## src/rtl/byte_word_assembler.sv

```systemverilog
// Packs a valid/ready byte stream into words with a per-lane enable mask,
// a per-word sticky parity-error flag and an early close on byte_last.
//
// state   | meaning
// COLLECT | filling lanes of the partial word, word_valid_o=0
// HOLD    | completed word presented, word_valid_o=1 until word_ready_i
module byte_word_assembler #(
    parameter int BYTES_PER_WORD = 4,
    parameter bit MSB_FIRST      = 1'b0,
    localparam int DW = 8 * BYTES_PER_WORD,
    localparam int IW = (BYTES_PER_WORD > 1) ? $clog2(BYTES_PER_WORD) : 1
) (
    input  logic                      clock_i,
    input  logic                      reset_n_i,
    input  logic [7:0]                byte_data_i,
    input  logic                      byte_parity_i,
    input  logic                      byte_last_i,
    input  logic                      byte_valid_i,
    output logic                      byte_ready_o,
    output logic [DW-1:0]             word_data_o,
    output logic [BYTES_PER_WORD-1:0] word_byte_en_o,
    output logic                      word_parity_err_o,
    output logic                      word_last_o,
    output logic                      word_valid_o,
    input  logic                      word_ready_i,
    output logic [IW-1:0]             byte_index_o
);

    typedef enum logic {COLLECT = 1'b0, HOLD = 1'b1} state_t;

    state_t                    state_q;
    logic [IW-1:0]             idx_q;
    logic [DW-1:0]             acc_data_q, acc_data_d;
    logic [BYTES_PER_WORD-1:0] acc_en_q, acc_en_d;
    logic                      acc_err_q, acc_err_d;
    logic [DW-1:0]             word_data_q;
    logic [BYTES_PER_WORD-1:0] word_en_q;
    logic                      word_err_q, word_last_q;
    logic [IW-1:0]             lane;
    logic                      accept, close;

    always_comb begin
        byte_ready_o = (state_q == COLLECT) || word_ready_i;
        accept       = byte_valid_i && byte_ready_o;
        lane         = MSB_FIRST ? (IW'(BYTES_PER_WORD - 1) - idx_q) : idx_q;
        acc_data_d   = acc_data_q;
        acc_en_d     = acc_en_q;
        for (int l = 0; l < BYTES_PER_WORD; l++) begin
            if (lane == IW'(l)) begin
                acc_data_d[8*l +: 8] = byte_data_i;
                acc_en_d[l]          = 1'b1;
            end
        end
        acc_err_d = acc_err_q | (byte_parity_i != ^byte_data_i);
        close     = accept && (byte_last_i || (idx_q == IW'(BYTES_PER_WORD - 1)));
    end

    // The accumulator is always empty in HOLD (a close clears it), so a byte
    // taken on the consuming cycle naturally lands in lane 0 of the next word.
    always_ff @(posedge clock_i or negedge reset_n_i) begin
        if (!reset_n_i) begin
            state_q     <= COLLECT;
            idx_q       <= '0;
            acc_data_q  <= '0;
            acc_en_q    <= '0;
            acc_err_q   <= 1'b0;
            word_data_q <= '0;
            word_en_q   <= '0;
            word_err_q  <= 1'b0;
            word_last_q <= 1'b0;
        end else if (close) begin
            state_q     <= HOLD;
            word_data_q <= acc_data_d;
            word_en_q   <= acc_en_d;
            word_err_q  <= acc_err_d;
            word_last_q <= byte_last_i;
            idx_q       <= '0;
            acc_data_q  <= '0;
            acc_en_q    <= '0;
            acc_err_q   <= 1'b0;
        end else begin
            if (state_q == HOLD && word_ready_i) begin
                state_q <= COLLECT;
            end
            if (accept) begin
                acc_data_q <= acc_data_d;
                acc_en_q   <= acc_en_d;
                acc_err_q  <= acc_err_d;
                idx_q      <= idx_q + IW'(1);
            end
        end
    end

    assign word_valid_o      = (state_q == HOLD);
    assign word_data_o       = word_data_q;
    assign word_byte_en_o    = word_en_q;
    assign word_parity_err_o = word_err_q;
    assign word_last_o       = word_last_q;
    assign byte_index_o      = idx_q;

endmodule

```

## config.mk

```make
export PLATFORM = sky130hd
export DESIGN_NAME = byte_word_assembler
export DESIGN_NICKNAME = d
export VERILOG_FILES = /design/src/rtl/byte_word_assembler.sv
export SDC_FILE = /design/constraint.sdc
export NUM_CORES = 1
export LEC_CHECK = 0
export BUFFER_PORTS_ARGS = -buffer_cell sky130_fd_sc_hd__buf_2
export CAP_MARGIN = 30
export CORE_MARGIN = 2
export CORE_UTILIZATION = 56
export CTS_CLUSTER_SIZE = 25
export DETAILED_ROUTE_END_ITERATION = 10
export PLACE_DENSITY = 0.81
export SLEW_MARGIN = 20
export SYNTH_ARGS = -nofsm -noshare
export SYNTH_HDL_FRONTEND = slang
export SYNTH_SLANG_ARGS = --single-unit
```

## constraint.sdc

```tcl
create_clock -name clock_i -period 2.1 [get_ports clock_i]
set_input_delay 0.42 -clock clock_i [delete_from_list [all_inputs] [get_ports clock_i]]
set_output_delay 0.42 -clock clock_i [all_outputs]
set_load 0.01 [all_outputs]
```

==> results.md, run 1 <==
* Synth Cell Area at 0.00335 mm2
* Final period util at 0.854
* Unrepaired setup endpoints after global routing: no
* GRT Total Usage at 0.219
* WS Path Type: reg -> reg
* Syn_nets at 308
* CP delay by family, top: simple AND/OR/NAND/NOR gates
* Setup total negative slack at 0 ps
* Slowest cell on the critical path: dfrtp_1
* Worst slew margin at 0.593
* Logic pwr share at 0.300
* Area share of the largest cell type after synthesis at 0.583
* DRC at 0
* Critical path origin: byte_index_o[0]
* Req. time, crit path at ~2300 ps
* Distinct cells, synth at 29
* Largest net degree at the start of global routing at between 40 and 50
* Nets@finish at 355
* Internal power at 3.03 mW
* Ys Warns at 0
* Ranking of synthesized cells by area: dfrtp_1, mux2i_1, a22o_1
* Total power at ~4.5 mW
* Total Routed Length at 6410 um
* WP buf/inv at 1
* R2R depth at 5
* Rows at 28
* Terminus of the critical flop-to-flop path: word_data_o[2]
* Sequential share of the synthesized area at 0.583
* LEAKAGE at around 1.9 nW
* Crit-path cells: ha_1 -> or2_4 -> nand3_4 -> buf_4 -> o21ai_0
* Post-route ant nets at 0
* DR vias/cell at around 5.4
* Switching share of power at 0.325
* Clock Sinks at 78
* R2R setup slack at 310 ps
* Cell taking the most area after synthesis: dfrtp_1
* Placer congestion estimate at between 0.7 and 0.8
* CTS root buffer: clkbuf_8
* Syn Inst Count at just under 300
* IO Count at 56
* Vias at about 2300
* CTS tree: done
* # hold bufs at CTS at 0
* Antenna violations before repair at 0
* Width of the die at 81.3 um
* NetSw at about 1.5 mW
* Gr ovfl total at 0
* Cts repair resizes at 0
* RR Startpoint: byte_index_o[0]
* Nature of the critical path startpoint: flip-flop
* Final slew viol count at 0
* Global-route wire length before repair at between 10000 and 15000 um
* Hpwl dp at 4410 um
* H-tree depth at 3
* Most frequent cells in the layout: dfrtp_1, buf_2, nand2_1
* Hold crit path type: in -> async
* Worst-skew pair later-pin latency at roughly 350 ps
* Syn avg cell area at approximately 12 um2
* Die Ht at approximately 81 um
* I/O Buffers at between 50 and 60
* Slew @ Worst Pin at approximately 600 ps
* Crit. End Element: flip-flop
* Clock transition at path regs at roughly 70 ps
* CP max stage delay at roughly 430 ps
* Number of synthesized register bits at 78
* Final hold violation count at 0
* Clk pwr share at 0.222
* Max-cap violations at 0
* Ant diodes at 0
* CP max FO at 40
* Worst Setup EP: word_data_o[2]
* Most common cell after layout, fill and taps aside: dfrtp_1
* Power Density at 1180 mW/mm2
* Drt wl/cell at 15.4 um
* Vias in the first global route at between 2000 and 2500
* P&R area growth vs syn at 13.6%
* Longest Clk Path Bufs at 2
* Worst Skew at roughly 8.2 ps
* Die Area at approximately 0.0066 mm2
* Status: finished, final reports clean
* Seq pwr share at 0.479
* Initial cell density of the core at 0.572
* CTS Buf Count at 9
* Worst Path Arrival at roughly 2000 ps
* Share of cells above drive strength 1 at 0.232
* Setup Buffers After CTS at 0
* Hold_ws at roughly 18 ps
* Finish-stage setup viols at 0
* Maximum vdd drop at about 0.00065 V
* Period minus WS final at approximately 1800 ps
* Crit. path cell count at 5
* Iter 0 DRT Violations at a little under 100
* Peak Freq at 0.558 GHz
* Core area at slightly below 0.006 mm2
* TritonRoute pass-1 iters at 4
==> kinds of logic after synthesis <==
family | share of synthesized area
flops | 0.583
buf+inv | 0.0490
compound gates | 0.140
fa+ha+maj | 0.0150
simple gates | 0.0950
xor+xnor | 0.0224
mux | 0.0957
==> per-stage QoR <==
step	util	area, um2	std cells	setup WS [ps]
after detailed placement	0.621	3630	401	288
after CTS	0.650	3800	416	302
final	0.650	3800	416	307
after global placement	0.621	3630	401	329
after global routing	0.650	3800	416	167
after floorplan	-	3350	290	473
==> per-layer routing <==
| layer | up-vias | track usage | share of wire |
|---|---|---|---|
| met5 | - | 0 | 0 |
| met4 | 0 | 0.107 | 0.018 |
| met3 | 8 | 0.0444 | 0.043 |
| met2 | 49 | 0.322 | 0.45 |
| met1 | 1103 | 0.312 | 0.49 |
| li1 | 1096 | - | - |
==> registers in the layout (all words and copies together) (netlist names) <==
register           count
acc_data_q            32
word_byte_en_o         4
word_parity_err_o      1
acc_en_q               4
word_last_o            1
word_data_o           32
acc_err_q              1
byte_index_o           2
word_valid_o           1
==> worst min-delay path by stage <==
stage               from        endpoint  slack (ps)  cells past startpoint
2_1_floorplan  reset_n_i   acc_data_q[0]         120                      0
3_3_place_gp   reset_n_i  acc_data_q[31]         400                      1
3_5_place_dp   reset_n_i  acc_data_q[31]         400                      1
4_1_cts        reset_n_i  acc_data_q[31]          20                      1
5_1_grt        reset_n_i  acc_data_q[30]          50                      1
6_report       reset_n_i  acc_data_q[31]          20                      1
==> power by group through the flow <==
| stage | Clock (mW) | Sequential [mW] | Combinational, mW |
|---|---|---|---|
| global placement | 0 | 2.16 | 1.33 |
| detailed placement | 0 | 2.18 | 1.36 |
| CTS | 1.01 | 2.15 | 1.37 |
| finish | 0.994 | 2.15 | 1.34 |
| global route | 1.07 | 2.21 | 1.51 |
| floorplan | 0 | 2.28 | 0.765 |
==> cells in the mapped netlist <==
| cell | count |
|---|---|
| a22o_1 | 25 |
| o22a_1 | 1 |
| mux2i_1 | 32 |
| nand2_1 | 39 |
| a21oi_1 | 4 |
| and2_1 | 9 |
| buf_4 | 2 |
| clkbuf_1 | 6 |
| buf_1 | 3 |
| a31oi_1 | 1 |
| nand3_1 | 1 |
| buf_6 | 4 |
| xor2_1 | 2 |
| ha_1 | 4 |
| o21ai_1 | 3 |
| dfrtp_1 | 78 |
| or2_4 | 1 |
| nand2b_4 | 1 |
| inv_1 | 4 |
| clkbuf_2 | 1 |
| xnor2_1 | 4 |
| buf_2 | 10 |
| and3_1 | 1 |
| a2bb2oi_1 | 1 |
| nor2_1 | 11 |
| o21ai_0 | 38 |
| xnor3_1 | 1 |
| nand3_4 | 1 |
| and3_4 | 2 |
==> worst register-to-register path, stage by stage, from the launching register on <==
cell     delay [ps]
dfrtp_1         430
ha_1            230
or2_4           280
nand3_4         200
buf_4           360
o21ai_0         170
==> layout make-up <==
class / instances / area (um2)
flip-flops and latches: 78 / 1950
clock inverters: 1 / 5.00
well taps: 75 / 93.8
fillers: 447 / 2050
multi-input cells: 182 / 1230
repair buffers: 62 / 343
clock buffers: 14 / 163
inverters: 4 / 15.0
(Power assumes the default switching activity.)
==> inputs of run 2 (changes only) <==
BUFFER_PORTS_ARGS = unset   (was -buffer_cell sky130_fd_sc_hd__buf_2)
CORE_UTILIZATION = 60   (was 56)
CTS_BUF_LIST = sky130_fd_sc_hd__clkbuf_4   (was unset)
DONT_BUFFER_PORTS = 1   (was unset)
PLACE_DENSITY = 0.78   (was 0.81)
==> results.md, run 2 (synthesis results as in run 1) <==
* Share of cells above drive strength 1 at 0.0941 (was 0.232)
* Final hold violation count at 78 (was 0)
* Antenna violations before repair at 0 (unchanged)
* Req. time, crit path at 2410 ps (was 2310 ps)
* Worst Path Arrival at 2210 ps (was 2010 ps)
* Clock Sinks at 78 (unchanged)
* Rows at 27 (was 28)
* Fin util at 0.643 (was 0.650)
* LEAKAGE at 1.64 nW (was 1.90 nW)
* WP buf/inv at 0 (was 1)
* H-tree depth at 3 (unchanged)
* Largest net degree at the start of global routing at 79 (was 44)
* Hold_ws at -332 ps (was 18.2 ps)
* Period minus WS final at 1900 ps (was 1790 ps)
* Worst slew margin at 0.589 (was 0.593)
* Iter 0 DRT Violations at 168 (was 98)
* Crit. End Element: flip-flop (unchanged)
* CP delay by family, top: simple AND/OR/NAND/NOR gates (unchanged)
* Crit-path cells: nand2b_4 -> and2_1 -> o21ai_1 -> a22o_1 (was ha_1 -> or2_4 -> nand3_4 -> buf_4 -> o21ai_0)
* CTS Buf Count at 9 (unchanged)
* Clock transition at path regs at 120 ps (was 70 ps)
* TritonRoute pass-1 iters at 4 (unchanged)
* Cts repair resizes at 0 (unchanged)
* Drt wl/cell at 18.3 um (was 15.4 um)
* Die Ht at 78.7 um (was 81.3 um)
* Total Routed Length at 6570 um (was 6410 um)
* Status: complete, but fails checks (was finished, final reports clean)
* P&R area growth vs syn at 4.49% (was 13.6%)
* Max-cap violations at 0 (unchanged)
* Peak Freq at 0.527 GHz (was 0.558 GHz)
* Area of the multi-input gates at 0.00123 mm2 (unchanged)
* WS Path Type: reg -> reg (unchanged)
* GRT Total Usage at 0.242 (was 0.219)
* Slew @ Worst Pin at 613 ps (was 606 ps)
* Most frequent cells in the layout: dfrtp_1, nand2_1, o21ai_0 (was dfrtp_1, buf_2, nand2_1)
* Hold crit path type: in -> async (unchanged)
* CTS tree: done (unchanged)
* Longest Clk Path Bufs at 2 (unchanged)
* DRC at 0 (unchanged)
* Vias in the first global route at 2145 (was 2135)
* RR Startpoint: word_valid_o (was byte_index_o[0])
* Final slew viol count at 0 (unchanged)
* Initial cell density of the core at 0.615 (was 0.572)
* Final period util at 0.903 (was 0.854)
* Sequential cell area at 0.00195 mm2 (unchanged)
* Die Area at 0.00619 mm2 (was 0.00661 mm2)
* CP max FO at 16 (was 40)
* Hpwl dp at 4340 um (was 4410 um)
* R2R setup slack at 200 ps (was 310 ps)
* Global-route wire length before repair at 11100 um (was 10600 um)
* Failing checks: negative hold slack
* Nature of the critical path startpoint: flip-flop (unchanged)
* Worst Skew at 15.3 ps (was 8.21 ps)
* R2R depth at 4 (was 5)
* Terminus of the critical flop-to-flop path: acc_data_q[17] (was word_data_o[2])
* Power Density at 1210 mW/mm2 (was 1180 mW/mm2)
* Finish-stage setup viols at 0 (unchanged)
* CTS root buffer: clkbuf_4 (was clkbuf_8)
* Vias at 2113 (was 2256)
* Most common cell after layout, fill and taps aside: dfrtp_1 (unchanged)
* DR vias/cell at 5.89 (was 5.42)
* Setup total negative slack at 0 ps (unchanged)
* Gr ovfl total at 0 (unchanged)
* I/O Buffers at 0 (was 55)
* Unrepaired setup endpoints after global routing: no (unchanged)
* Post-route ant nets at 0 (unchanged)
* CP max stage delay at 500 ps (was 430 ps)
* Setup Buffers After CTS at 0 (unchanged)
* Nets@finish at 300 (was 355)
* Maximum vdd drop at 0.000615 V (was 0.000651 V)
* Slowest cell on the critical path: and2_1 (was dfrtp_1)
* Layout fillers at 424 (was 447)
* Worst-skew pair later-pin latency at 430 ps (was 350 ps)
* Core area at 0.00544 mm2 (was 0.00585 mm2)
* IO Count at 56 (unchanged)
* Ant diodes at 0 (unchanged)
* Placer congestion estimate at 0.796 (was 0.784)
* Width of the die at 78.7 um (was 81.3 um)
## run 2: cell count changes in the layout (fill, tap and decap cells not counted)
cell       before  now
clkinv_2        1    2
bufinv_16       0    2
buf_12          1    0
buf_2          54    0
clkbuf_1        3    0
clkbuf_4        0   11
clkinv_1        0    1
clkbuf_8       11    0
## run 2: where the power goes
| part | switching (mW) | internal (mW) |
|---|---|---|
| logic | 0.459 | 0.436 |
| clock network | 0.492 | 0.503 |
| registers | 0.411 | 1.92 |
## run 2: worst max-delay path by stage
stage,end,startpoint,slack [ps],cells past startpoint
6_report,acc_data_q[17],word_valid_o,200,4
4_1_cts,acc_data_q[17],word_valid_o,210,4
2_1_floorplan,acc_err_q,byte_index_o[0],470,7
3_5_place_dp,acc_data_q[22],word_valid_o,230,4
5_1_grt,acc_data_q[10],word_valid_o,100,4
3_3_place_gp,acc_data_q[22],word_valid_o,280,4
## run 2: metal layers
metal,share of wire,global-route usage
met3,0.053,0.0540
met5,0,0
met4,0.033,0.140
met2,0.46,0.352
met1,0.46,0.336
## run 2: cell type report
class                      count  area share
timing repair buffer           7      0.0150
sequential                    78       0.558
clock buffer                  11      0.0236
tap                           72      0.0258
clock inverter                 5      0.0211
multi-input combinational    182       0.352
inverter                       4     0.00429
## run 2: worst register-to-register path: cells and delay by family, from the launching register on
kind	cells	cell delay (ps)
DFF	1	470
AOI/OAI and AO/OA	2	660
and+or+nand+nor	2	660
## run 2: per-stage QoR
step | area (um2) | instances | hold slack (ps) | setup WS [ps] | total power, mW
after detailed placement | 3340 | 343 | 126 | 228 | 3.27
after global placement | 3340 | 343 | 126 | 281 | 3.21
after floorplan | 3350 | 290 | 124 | 473 | 3.04
after CTS | 3500 | 359 | -343 | 211 | 4.25
after global routing | 3500 | 359 | -374 | 95.2 | 4.49
final | 3500 | 359 | -332 | 203 | 4.22
==> inputs of run 3 (changes only) <==
CORE_MARGIN = unset   (was 2)
==> results.md, run 3 (synthesis results as in run 1) <==
* Total Routed Length at 6160 um (was 6570 um)
* Placer congestion estimate at 0.746 (was 0.796)
* CTS Buf Count at 9 (unchanged)
* DRC at 0 (unchanged)
* Clk pwr share at 0.191 (was 0.236)
* Status: complete, but fails checks (unchanged)
* Gr ovfl total at 0 (unchanged)
* DR vias/cell at 5.71 (was 5.89)
* LEAKAGE at 1.62 nW (was 1.64 nW)
* WS Path Type: reg -> reg (unchanged)
* Antenna violations before repair at 0 (unchanged)
* RR Startpoint: word_valid_o (unchanged)
* Global-route wire length before repair at 10300 um (was 11100 um)
* Final period util at 0.869 (was 0.903)
* NetSw at 1.33 mW (was 1.36 mW)
* Peak Freq at 0.548 GHz (was 0.527 GHz)
* Setup total negative slack at 0 ps (unchanged)
* CTS tree: done (unchanged)
* Failing checks: negative hold slack (unchanged)
* Finished Cell Area at 0.00345 mm2 (was 0.00350 mm2)
* H-tree depth at 3 (unchanged)
* Max-cap violations at 0 (unchanged)
* IO Count at 56 (unchanged)
* Width of the die at 76.7 um (was 78.7 um)
* Initial cell density of the core at 0.639 (was 0.615)
* Hold_ws at -312 ps (was -332 ps)
* GRT Total Usage at 0.231 (was 0.242)
* Crit. End Element: flip-flop (unchanged)
* Worst-skew pair later-pin latency at 410 ps (was 430 ps)
* Drt wl/cell at 17.2 um (was 18.3 um)
* Crit-path cells: nand2b_4 -> and2_1 -> o21ai_1 -> a22o_1 (unchanged)
* Clock transition at path regs at 110 ps (was 120 ps)
* Rows at 26 (was 27)
* Req. time, crit path at 2400 ps (was 2410 ps)
* Nature of the critical path startpoint: flip-flop (unchanged)
* Hold crit path type: in -> async (unchanged)
* Core area at 0.00524 mm2 (was 0.00544 mm2)
* CP delay by family, top: simple AND/OR/NAND/NOR gates (unchanged)
* Placed Area at 0.00335 mm2 (was 0.00334 mm2)
* Total power at 3.97 mW (was 4.22 mW)
* Final hold violation count at 78 (unchanged)
* CP max FO at 16 (unchanged)
* Switching share of power at 0.334 (was 0.323)
* Layout fillers at 408 (was 424)
* Critical path origin: word_valid_o (unchanged)
* Longest Clk Path Bufs at 2 (unchanged)
* Most common cell after layout, fill and taps aside: dfrtp_1 (unchanged)
* Maximum vdd drop at 0.000632 V (was 0.000615 V)
* Vias at 2044 (was 2113)
* Setup Buffers After CTS at 0 (unchanged)
* Logic pwr share at 0.227 (was 0.212)
* Final slew viol count at 0 (unchanged)
* Ant diodes at 0 (unchanged)
* I/O Buffers at 0 (unchanged)
* Iter 0 DRT Violations at 105 (was 168)
* CTS root buffer: clkbuf_4 (unchanged)
* Worst Skew at 10.7 ps (was 15.3 ps)
* PnR worst setup slack at 274 ps (was 203 ps)
* Non-filler cells, final at 358 (was 359)
* Die Ht at 76.7 um (was 78.7 um)
* CP max stage delay at 470 ps (was 500 ps)
* Power Density at 1150 mW/mm2 (was 1210 mW/mm2)
* Worst Path Arrival at 2130 ps (was 2210 ps)
* Vias in the first global route at 2023 (was 2145)
* Unrepaired setup endpoints after global routing: no (unchanged)
* Share of cells above drive strength 1 at 0.0903 (was 0.0941)
* Finish-stage setup viols at 0 (unchanged)
* Seq pwr share at 0.582 (was 0.552)
* TritonRoute pass-1 iters at 4 (unchanged)
* Slew @ Worst Pin at 572 ps (was 613 ps)
* Cells after DPL at 342 (was 343)
* Pre-CTS WS at 298 ps (was 228 ps)
* Slowest cell on the critical path: dfrtp_1 (was and2_1)
* Clock Sinks at 78 (unchanged)
* Nets@finish at 301 (was 300)
* Hpwl dp at 4050 um (was 4340 um)
* Period minus WS final at 1830 ps (was 1900 ps)
* P&R area growth vs syn at 3.21% (was 4.49%)
* WP buf/inv at 0 (unchanged)
* Worst slew margin at 0.616 (was 0.589)
* Largest net degree at the start of global routing at 79 (unchanged)
* Cts repair resizes at 0 (unchanged)
* Most frequent cells in the layout: dfrtp_1, nand2_1, o21ai_0 (unchanged)
* Post-route ant nets at 0 (unchanged)
* Die Area at 0.00588 mm2 (was 0.00619 mm2)
* Internal power at 2.65 mW (was 2.86 mW)
## run 3: cell types whose count changed in the layout (fill, tap and decap cells not counted)
cell,delta
clkinv_2,-2
clkbuf_4,+2
bufinv_16,-2
buf_4,+1
clkinv_1,+2
## run 3: worst paths after layout
path,endpoint,slack [ps],cells past startpoint
setup reg to reg,acc_data_q[9],270,4
max in group asynchronous,acc_data_q[28],2280,0
setup / recovery,acc_data_q[9],270,4
hold reg to reg,acc_data_q[31],490,1
hold / removal,word_data_o[30],-310,0
min in group clock_i,acc_data_q[2],150,1
## run 3: routing by layer
metal  vias up  routed length, um  share of wire  track usage
li1        989                  -              -            -
met1       992               3020           0.49        0.338
met2        54               2700           0.44        0.317
met3         9                343          0.056       0.0786
met4         0                 99          0.016       0.0885
met5         -                  0              0            0
## run 3: cell type report
class / instances / area, um2 / area share
sequential: 78 / 1950 / 0.565
multi-input combinational: 182 / 1230 / 0.356
clock buffer: 13 / 97.6 / 0.0283
tap: 70 / 87.6 / 0.0254
timing repair buffer: 8 / 60.1 / 0.0174
inverter: 4 / 15.0 / 0.00435
clock inverter: 3 / 11.3 / 0.00326
## run 3: power groups by stage
stage               Clock (mW)  Sequential (mW)  Combinational (mW)
floorplan                    0             2.28               0.765
global route             0.834             2.37                1.02
detailed placement           0             2.35               0.907
CTS                      0.773             2.32               0.910
finish                   0.758             2.31               0.902
global placement             0             2.34               0.877
## run 3: through the flow
step                      utilization  hold slack [ps]
after CTS                       0.660             -334
after global placement          0.639              126
after detailed placement        0.639              126
after global routing            0.660             -346
final                           0.660             -312
after floorplan                     -              124
